### config.mk
export PLATFORM = sky130hd
export DESIGN_NAME = imm_extend_pipe_flat
export DESIGN_NICKNAME = d
export VERILOG_FILES = /design/src/rtl/imm_extend_pipe_pkg.sv /design/src/rtl/imm_extend_pipe_if.sv /design/src/rtl/imm_extend_pipe_skid_fifo2.sv /design/src/rtl/imm_extend_pipe.sv /design/src/flat_wrapper.sv
export SDC_FILE = /design/constraint.sdc
export NUM_CORES = 1
export LEC_CHECK = 0
export BUFFER_PORTS_ARGS = -buffer_cell sky130_fd_sc_hd__buf_4
export CAP_MARGIN = 20
export CORE_MARGIN = 10
export CORE_UTILIZATION = 40
export DETAILED_ROUTE_END_ITERATION = 16
export GPL_TIMING_DRIVEN = 0
export SYNTH_ARGS = -nofsm -noshare
export SYNTH_HDL_FRONTEND = slang
export SYNTH_HIERARCHICAL = 1
export SYNTH_SLANG_ARGS = --single-unit
### constraint.sdc
create_clock -name clk -period 2.37 [get_ports clk]
set_input_delay 0.237 -clock clk [delete_from_list [all_inputs] [get_ports clk]]
set_output_delay 0.237 -clock clk [all_outputs]
set_load 0.05 [all_outputs]
### src/rtl/imm_extend_pipe_pkg.sv
// Shared types for the immediate extender pipeline: extension modes and
// the skid-buffer occupancy states.
package imm_pkg;

  typedef enum logic [1:0] {
    EXT_ZERO = 2'b00,
    EXT_SIGN = 2'b01,
    EXT_SHL  = 2'b10,
    EXT_ONES = 2'b11
  } imm_mode_t;

  typedef enum logic [1:0] {
    BUF_EMPTY = 2'b00,
    BUF_ONE   = 2'b01,
    BUF_FULL  = 2'b10
  } buf_state_t;

endpackage

### src/rtl/imm_extend_pipe_if.sv
// Decode-side and execute-side valid/ready bundle of the immediate extender.
interface imm_extend_pipe_if #(
  parameter int IN_W  = 4,
  parameter int OUT_W = 11
);
  import imm_pkg::*;

  logic             in_valid;
  logic             in_ready;
  logic [IN_W-1:0]  in_data;
  imm_mode_t        in_mode;
  logic             out_valid;
  logic             out_ready;
  logic [OUT_W-1:0] out_data;
  logic             out_ovf;

  modport master (
    output in_valid, in_data, in_mode, out_ready,
    input  in_ready, out_valid, out_data, out_ovf
  );

  modport slave (
    input  in_valid, in_data, in_mode, out_ready,
    output in_ready, out_valid, out_data, out_ovf
  );

endinterface

### src/rtl/imm_extend_pipe_skid_fifo2.sv
// Two-entry valid/ready skid buffer: head is always the entry on offer,
// tail only holds the second entry while the consumer stalls.
module skid_fifo2
  import imm_pkg::*;
#(
  parameter int W = 12
) (
  input  logic         clk,
  input  logic         rst,
  input  logic         push_valid,
  output logic         push_ready,
  input  logic [W-1:0] push_data,
  output logic         pop_valid,
  input  logic         pop_ready,
  output logic [W-1:0] pop_data
);

  buf_state_t   state, state_next;
  logic [W-1:0] head, head_next;
  logic [W-1:0] tail, tail_next;
  logic         push, pop;

  assign push_ready = (state != BUF_FULL) && !rst;
  assign pop_valid  = (state != BUF_EMPTY);
  assign pop_data   = head;
  assign push       = push_valid && push_ready;
  assign pop        = pop_valid && pop_ready;

  always_ff @(posedge clk) begin
    if (rst) begin
      state <= BUF_EMPTY;
      head  <= '0;
      tail  <= '0;
    end else begin
      state <= state_next;
      head  <= head_next;
      tail  <= tail_next;
    end
  end

  // In ONE with push and pop together the new entry goes straight to head.
  always_comb begin
    state_next = state;
    head_next  = head;
    tail_next  = tail;
    case (state)
      BUF_EMPTY: begin
        if (push) begin
          head_next  = push_data;
          state_next = BUF_ONE;
        end
      end
      BUF_ONE: begin
        if (push && pop) begin
          head_next = push_data;
        end else if (push) begin
          tail_next  = push_data;
          state_next = BUF_FULL;
        end else if (pop) begin
          state_next = BUF_EMPTY;
        end
      end
      BUF_FULL: begin
        if (pop) begin
          head_next  = tail;
          state_next = BUF_ONE;
        end
      end
      default: state_next = BUF_EMPTY;
    endcase
  end

endmodule

### src/rtl/imm_extend_pipe.sv
// Pipelined immediate extender: combinational zero/sign/shift/one-fill
// extension at push, buffered with its overflow flag in a 2-entry skid FIFO.
module imm_extend_pipe
  import imm_pkg::*;
#(
  parameter int IN_W  = 4,
  parameter int OUT_W = 11,
  parameter int SHAMT = 1
) (
  input logic                clk,
  input logic                rst,
  imm_extend_pipe_if.slave   bus
);

  generate
    if (IN_W < 1 || OUT_W < IN_W || SHAMT < 0 || SHAMT >= OUT_W) begin : g_bad_params
      $error("imm_extend_pipe: illegal parameters IN_W=%0d OUT_W=%0d SHAMT=%0d",
             IN_W, OUT_W, SHAMT);
    end
  endgenerate

  // LOW_MASK covers the raw immediate bits, TOP_MASK the top SHAMT+1 bits.
  localparam logic [OUT_W-1:0] LOW_MASK = {OUT_W{1'b1}} >> (OUT_W - IN_W);
  localparam logic [OUT_W-1:0] TOP_MASK = {OUT_W{1'b1}} >> (OUT_W - 1 - SHAMT);

  logic [OUT_W-1:0] zero_ext, ones_ext, sign_ext, shl_ext, top_bits;
  logic [OUT_W-1:0] ext_data;
  logic             ext_ovf;
  logic [OUT_W:0]   fifo_in, fifo_out;

  assign zero_ext = OUT_W'(bus.in_data);
  assign ones_ext = zero_ext | ~LOW_MASK;
  assign sign_ext = bus.in_data[IN_W-1] ? ones_ext : zero_ext;
  assign shl_ext  = sign_ext << SHAMT;
  assign top_bits = sign_ext >> (OUT_W - 1 - SHAMT);

  always_comb begin
    ext_data = '0;
    ext_ovf  = 1'b0;
    case (bus.in_mode)
      EXT_ZERO: ext_data = zero_ext;
      EXT_SIGN: ext_data = sign_ext;
      EXT_SHL: begin
        ext_data = shl_ext;
        ext_ovf  = (top_bits != '0) && (top_bits != TOP_MASK);
      end
      EXT_ONES: ext_data = ones_ext;
      default:  ext_data = '0;
    endcase
  end

  assign fifo_in = {ext_ovf, ext_data};

  skid_fifo2 #(
    .W(OUT_W + 1)
  ) u_fifo (
    .clk       (clk),
    .rst       (rst),
    .push_valid(bus.in_valid),
    .push_ready(bus.in_ready),
    .push_data (fifo_in),
    .pop_valid (bus.out_valid),
    .pop_ready (bus.out_ready),
    .pop_data  (fifo_out)
  );

  assign bus.out_ovf  = fifo_out[OUT_W];
  assign bus.out_data = fifo_out[OUT_W-1:0];

endmodule

### src/flat_wrapper.sv
// flat-port wrapper written by rule: the top's interface ports become plain ports
module imm_extend_pipe_flat import imm_pkg::*;
#(
  parameter int IN_W  = 4,
  parameter int OUT_W = 11,
  parameter int SHAMT = 1
)
  (clk, rst, bus_in_valid, bus_in_data, bus_in_mode, bus_out_ready, bus_in_ready, bus_out_valid, bus_out_data, bus_out_ovf);
  imm_extend_pipe_if #(.IN_W(IN_W), .OUT_W(OUT_W)) bus_i ();
  input logic clk;
  input logic rst;
  input wire logic [$bits(bus_i.in_valid)-1:0] bus_in_valid;
  input wire logic [$bits(bus_i.in_data)-1:0] bus_in_data;
  input wire logic [$bits(bus_i.in_mode)-1:0] bus_in_mode;
  input wire logic [$bits(bus_i.out_ready)-1:0] bus_out_ready;
  output wire logic [$bits(bus_i.in_ready)-1:0] bus_in_ready;
  output wire logic [$bits(bus_i.out_valid)-1:0] bus_out_valid;
  output wire logic [$bits(bus_i.out_data)-1:0] bus_out_data;
  output wire logic [$bits(bus_i.out_ovf)-1:0] bus_out_ovf;
  assign bus_i.in_valid = bus_in_valid;
  assign bus_i.in_data = bus_in_data;
  assign bus_i.in_mode = bus_in_mode;
  assign bus_i.out_ready = bus_out_ready;
  assign bus_in_ready = bus_i.in_ready;
  assign bus_out_valid = bus_i.out_valid;
  assign bus_out_data = bus_i.out_data;
  assign bus_out_ovf = bus_i.out_ovf;
  imm_extend_pipe #(.IN_W(IN_W), .OUT_W(OUT_W), .SHAMT(SHAMT)) u_core (.clk(clk), .rst(rst), .bus(bus_i));
endmodule
Word-level counts from Yosys, hierarchy flattened. Cells that the tools add are included.

Bits in registers: 26. Input bits: 10. Output and inout port bits: 14. Logic and storage cells: 43.

Equal/unequal tests: 12. Muxes and demuxes: 13. Bitwise logic cells: 1. Reductions and logical operators: 14.

Operator list (count): $pmux W11 S4 (1); $mux W12 (3); $pmux W12 S3 (1); $ne A2 B2 Y1 const B (6); $mux W11 (1); $reduce_bool A11 Y1 (1); $mux W2 (5); $reduce_and A4 Y1 (2); $eq A2 B2 Y1 const B (3); $pmux W2 S3 (1); $logic_and A1 B1 Y1 (5); $eq A2 B1 Y1 const B (2); $logic_not A2 Y1 (2); $ne A3 B3 Y1 const B (1); $reduce_and A3 Y1 (1); $reduce_bool A3 Y1 (1); $reduce_bool A2 Y1 (1); $logic_not A1 Y1 (1); $mux W1 (1); $not A1 Y1 (1).

Longest topological paths before layout. Gate-level depths: netlist of the first run.

Depth in word-level cells: 6. Depth in mapped cells: 6. Depth with buffers taken out: 4.

Cells and area by module. Netlist of the first run, hierarchy kept.

Modules (own cells, without submodules): skid_fifo2 (instances 1, cells an instance 131, area an instance 1280.0 um2); imm_extend_pipe (instances 1, cells an instance 8, area an instance 92.6 um2).

Least setup slack after synthesis of the first run. OpenSTA, ideal clock, no wires.

Path type: register to output. From: register u_core.u_fifo.state[0]. To: output bus_in_ready. Arrival: 1.590 ns. Required time: 2.133 ns. Slack: 0.543 ns. Stages on the path, launching flop included: 5. Path buffers: 2. Cells stage by stage: dfxtp_1 > nand2b_1 > buf_2 > buf_4 > nor2b_1.

Word-level cells in the longest chain between the ends: 2.

RTL lines: start: declaration (RTL line imm_extend_pipe_skid_fifo2.sv:18) `buf_state_t state, state_next;`; start signal: assignment (RTL line imm_extend_pipe_skid_fifo2.sv:35) `state <= state_next;`; $ne A2 B2 Y1 (RTL line imm_extend_pipe_skid_fifo2.sv:23) `assign push_ready = (state != BUF_FULL) && !rst;`; $logic_and A1 B1 Y1 (RTL line imm_extend_pipe_skid_fifo2.sv:23); end: declaration (RTL line flat_wrapper.sv:16) `output wire logic [$bits(bus_i.in_ready)-1:0] bus_in_ready;`.

No other way between the ends.

Final worst setup path of the first run. Same ends and word-level chain as after synthesis.

==> flow_metrics.py, run 1 <==
metrics = {
    "routing": {
        "totalWireLength_mm": 3.13,
        "first_iter_violations": 48,
        "vias": 1134,
        "ant_nets": 0,
        "via_per_inst": 5.35,
        "first_pass_iters": 4,
        "wl_per_cell_um": 14.7,
        "drc": 0,
    },
    "placement": {
        "hpwl_mm": 2.37,
        "finalWeightedCongestion": 0.752,
        "portBuffers": 23,
        "dp_slack_ps": 792,
    },
    "worst_setup_path": {
        "worst-path-stages": 5,
        "crit_chain": "nand2b_1, buf_2, buf_4, nor2b_1, buf_4",
        "r2r-end": "u_core/u_fifo/tail[11]",
        "reg2reg_from": "u_core/u_fifo/state[1]",
        "required_ps": 2130,
        "cp_slowest_cell": "dfxtp_1",
        "cpLargestDelayFamily": "buffers and inverters",
        "cpMostUsedCell": "buf_4",
        "r2r_cells": 5,
        "cp_max_fo": 10,
        "crit_path_end_kind": "output pin",
        "slowest_delay_ps": 470,
        "cp_num_buf_inv": 3,
        "ff2ff_setup_slack_ps": 760,
        "arrival_ps": 1670,
        "crit_path_start_kind": "register",
        "critPathKind": "register to output pin",
    },
    "sta": {
        "min_period_over_period_pct": 80.4,
        "skew_ps": 11.4,
        "fin_setup_tns_ps": 0,
        "max_slew_margin_pct": 52.3,
        "worstMarginPinSlew_ps": 715,
        "rsz0062_at_grt": "no",
        "final_hold_viol_count": 0,
        "setup_viol": 0,
        "fmax_mhz": 525,
        "min_period_ps": 1910,
        "setup_slack_ps": 464,
        "slew_violations": 0,
    },
    "finish": {
        "synthToLayoutAreaGrowth_pct": 18.7,
        "nets": 178,
        "antenna_cells": 0,
        "drive_gt1_share_pct": 35.5,
    },
    "run": {
        "cap_violations": 0,
    },
    "clock_network": {
        "cts_htree_levels": 1,
        "cts-buffers-inserted": 3,
        "cts-hold-fix-buffers": 0,
        "post_cts_buffers": 0,
        "cts_root_buf": "clkbuf_4",
        "cts_tree": "built",
        "clock_sinks": 26,
        "clk_path_buf_depth": 2,
        "clk_latency_ps": 320,
        "clk_pin_slew_worst_paths_ps": 140,
        "cts_resized": 0,
    },
    "worst_hold_path": {
        "holdCritPathClass": "primary input to register",
        "min_path_cells": 3,
        "hold_end": "u_core/u_fifo/state[1]",
        "worstHoldStart": "bus_out_ready",
    },
    "synthesis": {
        "synthArstFlopShare_pct": 0,
        "ys_seq_elements": 26,
        "synth_edf_count": 0,
        "synth_cell_types": 33,
        "avgSynthCellArea_um2": 9.87,
        "netlist_instances": 139,
        "synth_area_um2": 1370,
        "synth-seq-area-share_pct": 37.9,
        "ys_warn_count": 6,
        "ys.flop_type": "dfxtp_1",
    },
    "pwr": {
        "ir_drop_mv": 0.185,
        "power_leakage_nw": 0.685,
        "power_density_nw_per_um2": 577,
    },
    "floorplanning": {
        "ioPinCount": 24,
        "rows": 21,
        "dieArea_um2": 6170,
        "initial_core_util_pct": 41.1,
        "die_w_um": 78.6,
        "core-area_um2": 3340,
        "die_h_um": 78.6,
    },
    "global_route": {
        "grt_first_pass_wirelength_mm": 5.23,
        "grt_max_degree": 15,
        "grt_overflow_total": 0,
        "gr-usage-all-layers_pct": 9.93,
        "grt_pass1_vias": 1114,
        "antenna_found_initial": 0,
    },
    "run_status": {
        "outcome": "finished clean",
    },
}
## routing by layer
layer | GRT usage (%) | part of all wire (%) | vias to the layer above
met5 | 0 | 0 | -
met4 | 3.76 | 0.67 | 0
met3 | 2.05 | 5.2 | 2
met2 | 15.3 | 46 | 32
met1 | 13.2 | 48 | 528
li1 | - | - | 572
## cell usage after synthesis (2+ instances only)
cell / instances / share of area, %
nor2b_1: 2 / 0.91
a211oi_2: 10 / 9.1
clkbuf_1: 4 / 1.1
o21ai_0: 12 / 4.4
nand3_1: 12 / 4.4
or3b_2: 2 / 1.3
buf_4: 2 / 1.1
mux2_4: 3 / 3.3
a21oi_1: 13 / 4.7
nor4_1: 12 / 5.5
buf_2: 6 / 2.2
a211oi_1: 2 / 1.1
nor2_1: 2 / 0.55
mux2i_1: 13 / 9.5
dfxtp_1: 26 / 38
## worst register-to-register path, delay by kind of cell, from the launching register on
family	cells	cell delay [ps]
buffers and inverters	2	360
DFF	1	320
and+or+nand+nor	1	500
AOI/OAI and AO/OA	2	290
## how the worst max path moves through the flow
stage | from | to
floorplan | u_core/u_fifo/state[0] | bus_in_ready
global placement | u_core/u_fifo/state[0] | bus_in_ready
detailed placement | u_core/u_fifo/state[1] | u_core/u_fifo/tail[11]
CTS | u_core/u_fifo/state[0] | bus_in_ready
global route | u_core/u_fifo/state[0] | bus_in_ready
finish | u_core/u_fifo/state[0] | bus_in_ready
## metrics by stage
step / cells / hold slack, ps / power [W] / instance area (um^2) / util [%]
2_1_floorplan: 140 / 453 / 0.000687 / 1380 / -
3_3_place_gp: 209 / 462 / 0.000764 / 1610 / 48.1
3_5_place_dp: 209 / 470 / 0.000768 / 1610 / 48.1
4_1_cts: 212 / 276 / 0.000950 / 1630 / 48.8
5_1_grt: 212 / 303 / 0.000983 / 1630 / 48.8
6_report: 212 / 288 / 0.000940 / 1630 / 48.8
## cell usage in the layout, fill, tap and decap left out
cell type  synthesis  routed
nand2b_4           1       1
buf_6              1       1
mux2i_1           13      13
nor4_1            12      12
clkbuf_1           4       4
mux2_4             3       3
nor3b_2            1       1
conb_1             1       2
nand2b_1           1       1
buf_2              6       6
or2_2              1       1
and3b_1            1       1
or3_4              1       1
or2b_1             1       1
clkbuf_4           0       3
or3b_2             2       2
a21oi_1           13      13
nor4b_2            1       1
buf_4              2      25
nor4bb_4           1       1
nor2b_1            2       2
a211oi_1           2       2
a2bb2oi_1          1       1
nor2b_4            1       1
nand3_1           12      12
clkbuf_2           1       1
dfxtp_1           26      26
o21ai_0           12      12
nor2_1             2       2
nand2_1            1       1
and2_1             1       1
maj3_1             1       1
o21ba_2            1       1
a211oi_2          10      10
## cell type report
type | instances | area, um^2
clock buffer | 3 | 22.5
fill | 347 | 1710
multi-input combinational | 100 | 779
buffer | 14 | 76.3
sequential | 26 | 520
timing repair buffer | 23 | 173
tap | 46 | 57.6
## sequential cells by signal (all words and copies together) (netlist names)
| signal | flops |
|---|---|
| u_core/u_fifo/pop_data | 12 |
| u_core/u_fifo/state | 2 |
| u_core/u_fifo/tail | 12 |
## cells by family after synthesis
group           Yosys count  synth area share, %
simple gates             42                 22.1
compound gates           39                 20.7
flops                    26                 37.9
mux                      16                 12.8
buf+inv                  14                 5.56
fa+ha+maj                 1                0.729
other cells               1                0.273
## power by group
part | switching [W] | leakage [nW] | total (W) | internal (W)
Sequential | 0.0000140 | 0.212 | 0.000476 | 0.000462
Clock | 0.000124 | 0.0138 | 0.000183 | 0.0000595
Combinational | 0.000175 | 0.459 | 0.000281 | 0.000106
(Power assumes the default switching activity.)
==> inputs of run 2 (changes only) <==
clock period = 1.8 ns   (was 2.37 ns; I/O delays follow)
==> flow_metrics.py, run 2 (synthesis gave the netlist of run 1 again) <==
metrics = {
    "run_status": {
        "outcome": "finished clean",
    },
    "clock_network": {
        "clk_pin_slew_worst_paths_ps": 140,
        "cts_tree": "built",
        "clk_latency_ps": 320,
        "cts_htree_levels": 1,
        "cts-buffers-inserted": 3,
        "post_cts_buffers": 0,
        "cts_root_buf": "clkbuf_4",
        "clk_path_buf_depth": 2,
        "clock_sinks": 26,
    },
    "finish": {
        "layout_common_cells": "dfxtp_1, buf_4, mux2i_1, a21oi_1",
        "design_area_um2": 1650,
        "nets": 178,
        "layout.cells.most_common": "dfxtp_1",
        "fill_cells": 343,
        "drive_gt1_share_pct": 36.7,
        "synthToLayoutAreaGrowth_pct": 20.0,
        "antenna_cells": 0,
    },
    "worst_setup_path": {
        "slowest_delay_ps": 320,
        "reg2reg_from": "u_core/u_fifo/state[1]",
        "cp_max_fo": 10,
        "crit_path_end_kind": "output pin",
        "arrival_ps": 1540,
        "critPathKind": "register to output pin",
        "crit_chain": "buf_4, nand2b_1, clkbuf_4, buf_8, nor2b_2, buf_6",
        "required_ps": 1620,
        "cp_slowest_cell": "dfxtp_1",
        "crit_path_start_kind": "register",
        "worstSetupStartpoint": "u_core/u_fifo/state[1]",
    },
    "floorplanning": {
        "ioPinCount": 24,
        "rows": 21,
        "dieArea_um2": 6170,
        "initial_core_util_pct": 41.1,
        "core-area_um2": 3340,
        "die_w_um": 78.6,
        "die_h_um": 78.6,
    },
    "routing": {
        "totalWireLength_mm": 3.13,
        "via_per_inst": 5.28,
        "vias": 1119,
        "first_iter_violations": 61,
        "first_pass_iters": 4,
        "ant_nets": 0,
        "wl_per_cell_um": 14.8,
        "drc": 0,
    },
    "sta": {
        "fmax_mhz": 582,
        "max_slew_margin_pct": 54.3,
        "hold_ws_ps": 227,
        "rsz0062_at_grt": "no",
        "worstMarginPinSlew_ps": 685,
        "min_period_over_period_pct": 95.4,
        "min_period_ps": 1720,
        "setup_viol": 0,
        "slew_violations": 0,
        "skew_ps": 11.2,
        "fin_setup_tns_ps": 0,
        "final_hold_viol_count": 0,
    },
    "global_route": {
        "gr-usage-all-layers_pct": 9.96,
        "antenna_found_initial": 0,
        "grt_first_pass_wirelength_mm": 5.24,
        "grt_pass1_vias": 1114,
        "grt_max_degree": 15,
        "grt_overflow_total": 0,
    },
    "worst_hold_path": {
        "worstHoldStart": "bus_out_ready",
        "holdCritPathClass": "primary input to register",
    },
    "placement": {
        "portBuffers": 23,
        "postPlaceCellArea_um2": 1610,
        "finalWeightedCongestion": 0.752,
        "hpwl_mm": 2.37,
    },
    "pwr": {
        "power_leakage_nw": 0.694,
        "power_density_nw_per_um2": 753,
        "ir_drop_mv": 0.243,
    },
    "run": {
        "cap_violations": 0,
    },
}
## run 2: cell type report
cell class                      count  area [um^2]  area share, %
Sequential cell                    26          522           31.7
Timing Repair Buffer               23          176           10.7
Multi-Input combinational cell    100          782           47.5
Tap cell                           46         57.6           3.50
Buffer                             14         86.3           5.24
Clock buffer                        3         22.5           1.37
## run 2: metal layers
layer | track usage [%] | part of all wire, % | wire length, um
met1 | 13.3 | 49 | 1530
met2 | 15.3 | 46 | 1420
met3 | 2.05 | 4.9 | 152
met4 | 3.76 | 0.67 | 21
met5 | 0 | 0 | 0
## run 2: power by group
part / internal, W / switching [W] / leakage (nW) / total, W
clock network: 0.0000783 / 0.000163 / 0.0138 / 0.000241
logic: 0.000141 / 0.000231 / 0.468 / 0.000372
registers: 0.000609 / 0.0000185 / 0.213 / 0.000627
total: 0.000828 / 0.000413 / 0.694 / 0.00124
## run 2: per-stage QoR
step / power [W] / cells / setup slack (ps) / util (%)
after detailed placement: 0.00101 / 209 / 222 / 48.1
after CTS: 0.00125 / 212 / 9.35 / 49.0
after floorplan: 0.000905 / 140 / 30.5 / -
after global placement: 0.00101 / 209 / 260 / 48.1
final: 0.00124 / 212 / 82.0 / 49.3
after global routing: 0.00130 / 212 / 3.74 / 49.3
## run 2: final timing paths
kind | to | slack, ps | cells past startpoint
setup / recovery | bus_in_ready | 80 | 6
hold / removal | u_core/u_fifo/state[1] | 230 | 3
setup reg to reg | u_core/u_fifo/tail[11] | 190 | 5
hold reg to reg | u_core/u_fifo/tail[0] | 480 | 2
## run 2: repair_timing
item,4_1_cts,5_1_grt
hold buffers,0,0
gates cloned,0,0
endpoints found under the setup margin,1,1
gates resized for setup,2,4
## run 2: critical path: cells and delay by family (launching register included)
kind / cells / cell delay [ps]
flip-flops: 1 / 320
AND/OR/NAND/NOR: 2 / 230
buffers and inverters: 4 / 650
